$ cat config.mk
export PLATFORM = sky130hd
export DESIGN_NAME = col_proj_ctrl_flat
export DESIGN_NICKNAME = d
export VERILOG_FILES = /design/src/rtl/col_proj_ctrl_if.sv /design/src/rtl/col_proj_ctrl.sv /design/src/flat_wrapper.sv
export SDC_FILE = /design/constraint.sdc
export NUM_CORES = 1
export LEC_CHECK = 0
export CAP_MARGIN = 20
export CORE_UTILIZATION = 35
export DETAILED_ROUTE_END_ITERATION = 7
export PLACE_DENSITY = 0.63
export SKIP_CTS_REPAIR_TIMING = 1
export SYNTH_ARGS = -nofsm -noshare
export SYNTH_HDL_FRONTEND = slang
export SYNTH_SLANG_ARGS = --single-unit
$ cat constraint.sdc
create_clock -name clk -period 4.4 [get_ports clk]
set_clock_uncertainty 0.2 [all_clocks]
set_input_delay 1.32 -clock clk [delete_from_list [all_inputs] [get_ports clk]]
set_output_delay 1.32 -clock clk [all_outputs]
set_load 0.1 [all_outputs]
$ cat src/rtl/col_proj_ctrl_if.sv
// Bundle of pixel-stream, projection-RAM and segment-report signals for col_proj_ctrl.
// The controller takes the slave view; the surrounding pipeline and RAM take the master view.
interface col_proj_ctrl_if #(
    parameter int DEPBIT  = 10,
    parameter int SEG_BIT = 4
);
    // Valid semantics: pix_valid qualifies pix_bin/pix_x in the cycle it is high and
    // seg_valid qualifies seg_left/seg_right in the cycle it is high. Neither has a
    // ready: there is no backpressure, so every qualified beat is consumed or
    // presented exactly once. frame_start, frame_end and done are single-cycle pulses.
    logic              frame_start;
    logic              frame_end;
    logic              pix_valid;
    logic              pix_bin;
    logic [DEPBIT-1:0] pix_x;

    logic              ram_we;
    logic [DEPBIT-1:0] ram_waddr;
    logic              ram_dq_i;
    logic [DEPBIT-1:0] ram_raddr;
    logic              ram_dq_o;

    logic              busy;
    logic              seg_valid;
    logic [DEPBIT-1:0] seg_left;
    logic [DEPBIT-1:0] seg_right;
    logic [SEG_BIT-1:0] seg_cnt;
    logic              seg_ovf;
    logic              done;

    modport master (
        output frame_start, frame_end, pix_valid, pix_bin, pix_x, ram_dq_o,
        input  ram_we, ram_waddr, ram_dq_i, ram_raddr,
        input  busy, seg_valid, seg_left, seg_right, seg_cnt, seg_ovf, done
    );

    modport slave (
        input  frame_start, frame_end, pix_valid, pix_bin, pix_x, ram_dq_o,
        output ram_we, ram_waddr, ram_dq_i, ram_raddr,
        output busy, seg_valid, seg_left, seg_right, seg_cnt, seg_ovf, done
    );
endinterface

$ cat src/rtl/col_proj_ctrl.sv
// Column-projection sequencer: clears the 1-bit RAM, marks foreground columns, then scans runs into segments.
// Optional macro PROJ_MIN_WIDTH_EN drops segments narrower than MIN_W columns.
module col_proj_ctrl #(
    parameter int H_PIXEL = 640,
    parameter int DEPBIT  = 10,
    parameter int MAX_SEG = 8,
    parameter int SEG_BIT = 4,
    parameter int MIN_W   = 4
) (
    input  logic                clk,
    input  logic                rst_n,
    col_proj_ctrl_if.slave      bus,
    output logic [2:0]          dbg_state
);

    typedef enum logic [2:0] {
        S_IDLE  = 3'd0,
        S_CLEAR = 3'd1,
        S_ACCUM = 3'd2,
        S_SCAN  = 3'd3,
        S_DONE  = 3'd4
    } state_t;

    localparam logic [DEPBIT-1:0]  LAST_COL  = DEPBIT'(H_PIXEL - 1);
    localparam logic [SEG_BIT-1:0] SEG_LIMIT = SEG_BIT'(MAX_SEG);
`ifdef PROJ_MIN_WIDTH_EN
    localparam int WIDTH_FLOOR = MIN_W;
`else
    // Every run is at least one column wide, so this floor never discards a segment.
    localparam int WIDTH_FLOOR = (MIN_W < 1) ? MIN_W : 1;
`endif

    state_t state_q, state_d;

    logic [DEPBIT-1:0]  clr_cnt_q, clr_cnt_d;
    logic               prev_q, prev_d;
    logic [DEPBIT-1:0]  left_q, left_d;
    logic [SEG_BIT-1:0] count_q, count_d;
    logic               ovf_flag_q, ovf_flag_d;

    logic               ram_we_q, ram_we_d;
    logic [DEPBIT-1:0]  ram_waddr_q, ram_waddr_d;
    logic               ram_dq_i_q, ram_dq_i_d;
    logic [DEPBIT-1:0]  ram_raddr_q, ram_raddr_d;
    logic               busy_q, busy_d;
    logic               seg_valid_q, seg_valid_d;
    logic [DEPBIT-1:0]  seg_left_q, seg_left_d;
    logic [DEPBIT-1:0]  seg_right_q, seg_right_d;
    logic [SEG_BIT-1:0] seg_cnt_q, seg_cnt_d;
    logic               seg_ovf_q, seg_ovf_d;
    logic               done_q, done_d;

    logic               pix_hit;
    logic               scan_bit;
    logic               last_col;
    logic               seg_close;
    logic               seg_keep;
    logic [DEPBIT-1:0]  close_left;
    logic [DEPBIT-1:0]  close_right;
    logic [DEPBIT-1:0]  seg_width;

    // State register and all registered outputs.
    always_ff @(posedge clk or negedge rst_n) begin
        if (!rst_n) begin
            state_q     <= S_IDLE;
            clr_cnt_q   <= '0;
            prev_q      <= 1'b0;
            left_q      <= '0;
            count_q     <= '0;
            ovf_flag_q  <= 1'b0;
            ram_we_q    <= 1'b0;
            ram_waddr_q <= '0;
            ram_dq_i_q  <= 1'b0;
            ram_raddr_q <= '0;
            busy_q      <= 1'b0;
            seg_valid_q <= 1'b0;
            seg_left_q  <= '0;
            seg_right_q <= '0;
            seg_cnt_q   <= '0;
            seg_ovf_q   <= 1'b0;
            done_q      <= 1'b0;
        end else begin
            state_q     <= state_d;
            clr_cnt_q   <= clr_cnt_d;
            prev_q      <= prev_d;
            left_q      <= left_d;
            count_q     <= count_d;
            ovf_flag_q  <= ovf_flag_d;
            ram_we_q    <= ram_we_d;
            ram_waddr_q <= ram_waddr_d;
            ram_dq_i_q  <= ram_dq_i_d;
            ram_raddr_q <= ram_raddr_d;
            busy_q      <= busy_d;
            seg_valid_q <= seg_valid_d;
            seg_left_q  <= seg_left_d;
            seg_right_q <= seg_right_d;
            seg_cnt_q   <= seg_cnt_d;
            seg_ovf_q   <= seg_ovf_d;
            done_q      <= done_d;
        end
    end

    // Next-state logic; frame_start restarts the frame from any state.
    always_comb begin
        state_d = state_q;
        if (bus.frame_start) begin
            state_d = S_CLEAR;
        end else begin
            case (state_q)
                S_CLEAR: if (clr_cnt_q == LAST_COL) state_d = S_ACCUM;
                S_ACCUM: if (bus.frame_end) state_d = S_SCAN;
                S_SCAN:  if (last_col) state_d = S_DONE;
                S_DONE:  state_d = S_IDLE;
                default: state_d = S_IDLE;
            endcase
        end
    end

    // Run detection on the bit read at column ram_raddr_q.
    always_comb begin
        pix_hit  = bus.pix_valid && bus.pix_bin && (bus.pix_x <= LAST_COL);
        scan_bit = bus.ram_dq_o;
        last_col = (ram_raddr_q == LAST_COL);
        // A run starting on the last column has not latched left yet.
        close_left = prev_q ? left_q : ram_raddr_q;
        if (scan_bit && last_col) begin
            seg_close   = 1'b1;
            close_right = LAST_COL;
        end else begin
            seg_close   = !scan_bit && prev_q;
            close_right = ram_raddr_q - DEPBIT'(1);
        end
        seg_width = close_right - close_left + DEPBIT'(1);
        seg_keep  = (seg_width >= DEPBIT'(WIDTH_FLOOR));
    end

    // Output and datapath logic.
    always_comb begin
        clr_cnt_d   = clr_cnt_q;
        prev_d      = prev_q;
        left_d      = left_q;
        count_d     = count_q;
        ovf_flag_d  = ovf_flag_q;
        ram_we_d    = 1'b0;
        ram_waddr_d = ram_waddr_q;
        ram_dq_i_d  = 1'b0;
        ram_raddr_d = ram_raddr_q;
        seg_valid_d = 1'b0;
        seg_left_d  = seg_left_q;
        seg_right_d = seg_right_q;
        seg_cnt_d   = seg_cnt_q;
        seg_ovf_d   = seg_ovf_q;
        done_d      = 1'b0;
        busy_d      = (state_d == S_CLEAR) || (state_d == S_ACCUM) || (state_d == S_SCAN);

        if (bus.frame_start) begin
            clr_cnt_d   = '0;
            ram_we_d    = 1'b1;
            ram_waddr_d = DEPBIT'(1);
        end else begin
            case (state_q)
                S_CLEAR: begin
                    if (clr_cnt_q != LAST_COL) begin
                        clr_cnt_d   = clr_cnt_q + DEPBIT'(1);
                        ram_we_d    = 1'b1;
                        ram_waddr_d = clr_cnt_q + DEPBIT'(2);
                    end
                end
                S_ACCUM: begin
                    if (pix_hit) begin
                        ram_we_d    = 1'b1;
                        ram_waddr_d = bus.pix_x + DEPBIT'(1);
                        ram_dq_i_d  = 1'b1;
                    end
                    if (bus.frame_end) begin
                        ram_raddr_d = '0;
                        prev_d      = 1'b0;
                        count_d     = '0;
                        ovf_flag_d  = 1'b0;
                    end
                end
                S_SCAN: begin
                    prev_d = scan_bit;
                    if (scan_bit && !prev_q) left_d = ram_raddr_q;
                    if (seg_close && seg_keep) begin
                        if (count_q < SEG_LIMIT) begin
                            seg_valid_d = 1'b1;
                            seg_left_d  = close_left;
                            seg_right_d = close_right;
                            count_d     = count_q + SEG_BIT'(1);
                        end else begin
                            ovf_flag_d = 1'b1;
                        end
                    end
                    // Totals include a segment closing on the final column.
                    if (last_col) begin
                        done_d    = 1'b1;
                        seg_cnt_d = count_d;
                        seg_ovf_d = ovf_flag_d;
                    end else begin
                        ram_raddr_d = ram_raddr_q + DEPBIT'(1);
                    end
                end
                default: ;
            endcase
        end
    end

    assign bus.ram_we    = ram_we_q;
    assign bus.ram_waddr = ram_waddr_q;
    assign bus.ram_dq_i  = ram_dq_i_q;
    assign bus.ram_raddr = ram_raddr_q;
    assign bus.busy      = busy_q;
    assign bus.seg_valid = seg_valid_q;
    assign bus.seg_left  = seg_left_q;
    assign bus.seg_right = seg_right_q;
    assign bus.seg_cnt   = seg_cnt_q;
    assign bus.seg_ovf   = seg_ovf_q;
    assign bus.done      = done_q;
    assign dbg_state     = state_q;

endmodule

$ cat src/flat_wrapper.sv
// flat-port wrapper written by rule: the top's interface ports become plain ports
module col_proj_ctrl_flat 
#(
    parameter int H_PIXEL = 640,
    parameter int DEPBIT  = 10,
    parameter int MAX_SEG = 8,
    parameter int SEG_BIT = 4,
    parameter int MIN_W   = 4
)
  (clk, rst_n, dbg_state, bus_frame_start, bus_frame_end, bus_pix_valid, bus_pix_bin, bus_pix_x, bus_ram_dq_o, bus_ram_we, bus_ram_waddr, bus_ram_dq_i, bus_ram_raddr, bus_busy, bus_seg_valid, bus_seg_left, bus_seg_right, bus_seg_cnt, bus_seg_ovf, bus_done);
  col_proj_ctrl_if #(.DEPBIT(DEPBIT), .SEG_BIT(SEG_BIT)) bus_i ();
  input  logic clk;
  input  logic rst_n;
  output logic [2:0] dbg_state;
  input wire logic [$bits(bus_i.frame_start)-1:0] bus_frame_start;
  input wire logic [$bits(bus_i.frame_end)-1:0] bus_frame_end;
  input wire logic [$bits(bus_i.pix_valid)-1:0] bus_pix_valid;
  input wire logic [$bits(bus_i.pix_bin)-1:0] bus_pix_bin;
  input wire logic [$bits(bus_i.pix_x)-1:0] bus_pix_x;
  input wire logic [$bits(bus_i.ram_dq_o)-1:0] bus_ram_dq_o;
  output wire logic [$bits(bus_i.ram_we)-1:0] bus_ram_we;
  output wire logic [$bits(bus_i.ram_waddr)-1:0] bus_ram_waddr;
  output wire logic [$bits(bus_i.ram_dq_i)-1:0] bus_ram_dq_i;
  output wire logic [$bits(bus_i.ram_raddr)-1:0] bus_ram_raddr;
  output wire logic [$bits(bus_i.busy)-1:0] bus_busy;
  output wire logic [$bits(bus_i.seg_valid)-1:0] bus_seg_valid;
  output wire logic [$bits(bus_i.seg_left)-1:0] bus_seg_left;
  output wire logic [$bits(bus_i.seg_right)-1:0] bus_seg_right;
  output wire logic [$bits(bus_i.seg_cnt)-1:0] bus_seg_cnt;
  output wire logic [$bits(bus_i.seg_ovf)-1:0] bus_seg_ovf;
  output wire logic [$bits(bus_i.done)-1:0] bus_done;
  assign bus_i.frame_start = bus_frame_start;
  assign bus_i.frame_end = bus_frame_end;
  assign bus_i.pix_valid = bus_pix_valid;
  assign bus_i.pix_bin = bus_pix_bin;
  assign bus_i.pix_x = bus_pix_x;
  assign bus_i.ram_dq_o = bus_ram_dq_o;
  assign bus_ram_we = bus_i.ram_we;
  assign bus_ram_waddr = bus_i.ram_waddr;
  assign bus_ram_dq_i = bus_i.ram_dq_i;
  assign bus_ram_raddr = bus_i.ram_raddr;
  assign bus_busy = bus_i.busy;
  assign bus_seg_valid = bus_i.seg_valid;
  assign bus_seg_left = bus_i.seg_left;
  assign bus_seg_right = bus_i.seg_right;
  assign bus_seg_cnt = bus_i.seg_cnt;
  assign bus_seg_ovf = bus_i.seg_ovf;
  assign bus_done = bus_i.done;
  col_proj_ctrl #(.H_PIXEL(H_PIXEL), .DEPBIT(DEPBIT), .MAX_SEG(MAX_SEG), .SEG_BIT(SEG_BIT), .MIN_W(MIN_W)) u_core (.clk(clk), .rst_n(rst_n), .bus(bus_i), .dbg_state(dbg_state));
endmodule
==> impl_metrics.env <==
export IMPL_outcome="completed"
export IMPL_startpoint_type="input pin"
export IMPL_cts_htree_levels=3
export IMPL_grt_ovfl_total=0
export IMPL_timing_setup_tns_ns=0
export IMPL_timing_hold_worst_path_depth=2
export IMPL_per_cell_routed_wire_length_um=15.1
export IMPL_proportion_of_register_bits_with_asynchronous_set_or_reset_after_synthesis_pct=100
export IMPL_tritoncts_num_sinks=79
export IMPL_viasPerCell=5.05
export IMPL_clk_pin_slew_ns=0.06
export IMPL_grt_pass1_wl_mm=18.7
export IMPL_r2r_start="u_core.bus.ram_raddr[8]$_DFFE_PN0P_"
export IMPL_synth_seq_cells=79
export IMPL_synth_area_mm2=0.00470
export IMPL_switchingPower_mw=1.63
export IMPL_synth_edf_count=0
export IMPL_drtIter0Drc=193
export IMPL_ys_dominant_reg_cell="sky130_fd_sc_hd__dfrtp_1"
export IMPL_gp_congestion=0.825
export IMPL_final_count_of_hold_timing_violations=0
export IMPL_antenna_left=0
export IMPL_clock_insertion_delay_worst_skew_ns=0.34
export IMPL_synth_warnings=0
export IMPL_area_growth_synth_to_final_pct=34.4
export IMPL_power_combinational_fraction_pct=51.7
export IMPL_crit_path_max_fanout=7
export IMPL_grt_pass1_vias=3717
export IMPL_cts_root_buffer_cell="sky130_fd_sc_hd__clkbuf_16"
export IMPL_reg2regPathDepth=16
export IMPL_vdd_drop_max_v=0.000237
export IMPL_rows=41
export IMPL_timing_final_crit_share_pct=96.9
export IMPL_maximum_number_of_pins_on_one_net_before_global_route_repair=80
export IMPL_min_cycle_time_layout_ns=4.26
export IMPL_layout_core_utilization_pct=49.0
export IMPL_seqPwrFrac_pct=25.3
export IMPL_power_share_clock_pct=23.1
export IMPL_groute_usage_overall_pct=16.9
export IMPL_slew_headroom_pct=34.2
export IMPL_synth_seq_area_share_pct=42.1
export IMPL_final_setup_viol_count=0
export IMPL_power_internal_mw=2.14
export IMPL_worst_hold_startpoint="u_core.left_q[0]$_DFFE_PN0P_"
export IMPL_synth_lib_cells_used_distinct=64
export IMPL_power_density_mw_per_mm2=596
export IMPL_diode_count=0
export IMPL_busiest_layer="met2"
export IMPL_finalWirelength_mm=11.3
export IMPL_power_switching_share_pct=43.2
export IMPL_use_met2_pct=27.1
export IMPL_number_of_antenna_violations_at_the_first_check_in_global_routing=0
export IMPL_worst_setup_path_category="input pin to flop"
export IMPL_fp_dieArea_mm2=0.0139
export IMPL_synth_cells=475
export IMPL_cts_made_buffers=9
export IMPL_pin_count=70
export IMPL_slew_violations=0
export IMPL_worst_hold_path_type="flop to flop"
export IMPL_floorplan_core_area_mm2=0.0129
export IMPL_firstDrtPassIters=4
export IMPL_synthesis_nets=516
export IMPL_seqCellArea_mm2=0.00201
export IMPL_dr_total_vias=3774
export IMPL_tightestPinTransition_ns=0.984
export IMPL_end_kind="flop"
export IMPL_final_fill_count=1182
export IMPL_total_nets_final=612
export IMPL_chipWidth_um=118
export IMPL_ctsLongestPathBuffers=2
export IMPL_holdPathEnd="u_core.left_q[0]$_DFFE_PN0P_"
export IMPL_worstReg2RegEnd="u_core.bus.seg_right[4]$_DFFE_PN0P_"
export IMPL_dp_hpwl_mm=8.13
export IMPL_avgSynthCellArea_um2=9.89
export IMPL_tritoncts="done"
export IMPL_grt_util_met1_pct=22.1
export IMPL_use_met3_pct=3.68
export IMPL_drive_gt1_share_pct=22.4
export IMPL_crit_path_arrival_time_ns=4.29
export IMPL_drcViolationCount=0
export IMPL_start_util_pct=36.5
export IMPL_critical_path_required_ns=4.43
export IMPL_multi_input_comb_area_mm2=0.00262
export IMPL_floorplan_die_height_um=118
export IMPL_r2r_setup_slack_ns=0.17
export IMPL_max_cap_violations=0
export IMPL_leakagePower_nw=2.75
export IMPL_io_buffers=69
export IMPL_max_freq_mhz=235
==> sequential cells by signal, indices dropped and copies added (netlist names) <==
| name | flops |
|---|---|
| u_core.prev_q | 1 |
| u_core.left_q | 10 |
| u_core.bus.seg_ovf | 1 |
| u_core.bus.done | 1 |
| u_core.bus.ram_we | 1 |
| u_core.bus.ram_dq_i | 1 |
| u_core.ovf_flag_q | 1 |
| u_core.bus.ram_raddr | 10 |
| u_core.bus.seg_left | 10 |
| u_core.bus.seg_cnt | 4 |
| u_core.count_q | 4 |
| u_core.bus.busy | 1 |
| u_core.clr_cnt_q | 10 |
| u_core.bus.seg_right | 10 |
| u_core.dbg_state | 3 |
| u_core.bus.ram_waddr | 10 |
| u_core.bus.seg_valid | 1 |
==> cell usage after synthesis (5+ instances only) <==
master                     count  area share (%)
sky130_fd_sc_hd__dfrtp_1      79              42
sky130_fd_sc_hd__nand2_1      49             3.9
sky130_fd_sc_hd__nor2_1       43             3.4
sky130_fd_sc_hd__a21oi_1      29             3.1
sky130_fd_sc_hd__ha_1         23             6.1
sky130_fd_sc_hd__xnor2_1      23             4.3
sky130_fd_sc_hd__inv_1        22             1.8
sky130_fd_sc_hd__mux2i_1      22             4.7
sky130_fd_sc_hd__nand3_1      17             1.8
sky130_fd_sc_hd__o21ai_0      17             1.8
sky130_fd_sc_hd__xor2_1       17             3.2
sky130_fd_sc_hd__clkbuf_1     16             1.3
sky130_fd_sc_hd__mux2_2       10             2.4
sky130_fd_sc_hd__or3_1         9             1.2
sky130_fd_sc_hd__mux2_4        8             2.6
sky130_fd_sc_hd__nor3_1        8            0.85
sky130_fd_sc_hd__o211ai_1      8             1.3
sky130_fd_sc_hd__and3_1        5            0.67
==> through the flow <==
step | instance area (µm²) | setup slack (ns) | std cells | power [mW] | hold slack (ns)
after CTS | 6040 | -0.302 | 730 | 3.66 | 0.286
after global routing | 6310 | -0.00497 | 748 | 3.98 | 0.306
final | 6310 | 0.138 | 748 | 3.76 | 0.289
after global placement | 5690 | -0.569 | 714 | 2.73 | 0.261
after detailed placement | 5690 | -0.670 | 714 | 2.77 | 0.270
after floorplan | 4780 | -0.0354 | 475 | 2.31 | 0.250
==> worst max-delay path, cell delays in order <==
cell and delay (ns):
sky130_fd_sc_hd__buf_6 0.10, sky130_fd_sc_hd__a21oi_4 0.15, sky130_fd_sc_hd__ha_4 0.23, sky130_fd_sc_hd__inv_4 0.05, sky130_fd_sc_hd__ha_4 0.12, sky130_fd_sc_hd__inv_2 0.04, sky130_fd_sc_hd__fa_2 0.35, sky130_fd_sc_hd__nand2b_4 0.18
sky130_fd_sc_hd__a21oi_4 0.16, sky130_fd_sc_hd__o2bb2ai_2 0.07, sky130_fd_sc_hd__a22o_1 0.22, sky130_fd_sc_hd__o2111a_1 0.27, sky130_fd_sc_hd__a211o_4 0.36, sky130_fd_sc_hd__nor2_8 0.18, sky130_fd_sc_hd__clkbuf_16 0.18, sky130_fd_sc_hd__mux2_4 0.29
==> power groups by stage <==
stage | Combinational, mW | Sequential, mW | Clock [mW]
4_1_cts | 1.81 | 0.958 | 0.891
3_3_place_gp | 1.77 | 0.965 | 0
2_1_floorplan | 0.872 | 1.44 | 0
6_report | 1.94 | 0.950 | 0.869
3_5_place_dp | 1.80 | 0.970 | 0
5_1_grt | 2.10 | 0.968 | 0.915
==> worst max path at each step <==
stage / startpoint / slack, ns / to / cells past startpoint
floorplan: u_core.bus.ram_raddr[7]$_DFFE_PN0P_ / -0.04 / u_core.bus.seg_right[0]$_DFFE_PN0P_ / 20
global placement: bus_ram_dq_o / -0.57 / u_core.bus.seg_right[5]$_DFFE_PN0P_ / 16
detailed placement: bus_ram_dq_o / -0.67 / u_core.bus.seg_left[5]$_DFFE_PN0P_ / 17
CTS: bus_ram_dq_o / -0.30 / u_core.bus.seg_left[5]$_DFFE_PN0P_ / 17
global route: u_core.bus.ram_raddr[1]$_DFFE_PN0P_ / -0.005 / u_core.bus.seg_right[7]$_DFFE_PN0P_ / 15
finish: bus_ram_dq_o / 0.14 / u_core.bus.seg_right[4]$_DFFE_PN0P_ / 16
==> per-layer routing <==
layer / vias up / routed length, µm
met5: - / 0
met4: 0 / 153
met3: 12 / 427
met2: 80 / 5450
met1: 1839 / 5270
li1: 1843 / -
==> cells in the final DEF, fill, tap and decap left out, types with 10 or more instances in the layout <==
cell                              instances
sky130_fd_sc_hd__a21oi_1                 26
sky130_fd_sc_hd__buf_4                   47
sky130_fd_sc_hd__clkbuf_16               10
sky130_fd_sc_hd__clkdlybuf4s50_1         58
sky130_fd_sc_hd__dfrtp_1                 69
sky130_fd_sc_hd__ha_1                    19
sky130_fd_sc_hd__inv_1                   20
sky130_fd_sc_hd__mux2_2                  10
sky130_fd_sc_hd__mux2i_1                 22
sky130_fd_sc_hd__nand2_1                 46
sky130_fd_sc_hd__nand3_1                 17
sky130_fd_sc_hd__nor2_1                  42
sky130_fd_sc_hd__o21ai_0                 15
sky130_fd_sc_hd__xnor2_1                 23
sky130_fd_sc_hd__xor2_1                  17
==> cell families after synthesis <==
family / share of synthesized area (%)
XOR/XNOR: 7.80
flip-flops: 42.1
AND/OR/NAND/NOR: 18.2
buffers and inverters: 4.93
adder cells (fa/ha/maj): 6.55
AO/OA/AOI/OAI: 10.8
multiplexers: 9.64
==> cell type report <==
type                            instances  share of cell area [%]
Clock buffer                           11                    3.84
Clock inverter                          5                    1.66
Inverter                               22                    1.35
Multi-Input combinational cell        348                    41.4
Sequential cell                        79                    31.8
Tap cell                              172                    3.41
Timing Repair Buffer                  111                    16.5
No activity file was read; power rests on OpenSTA's default activity.
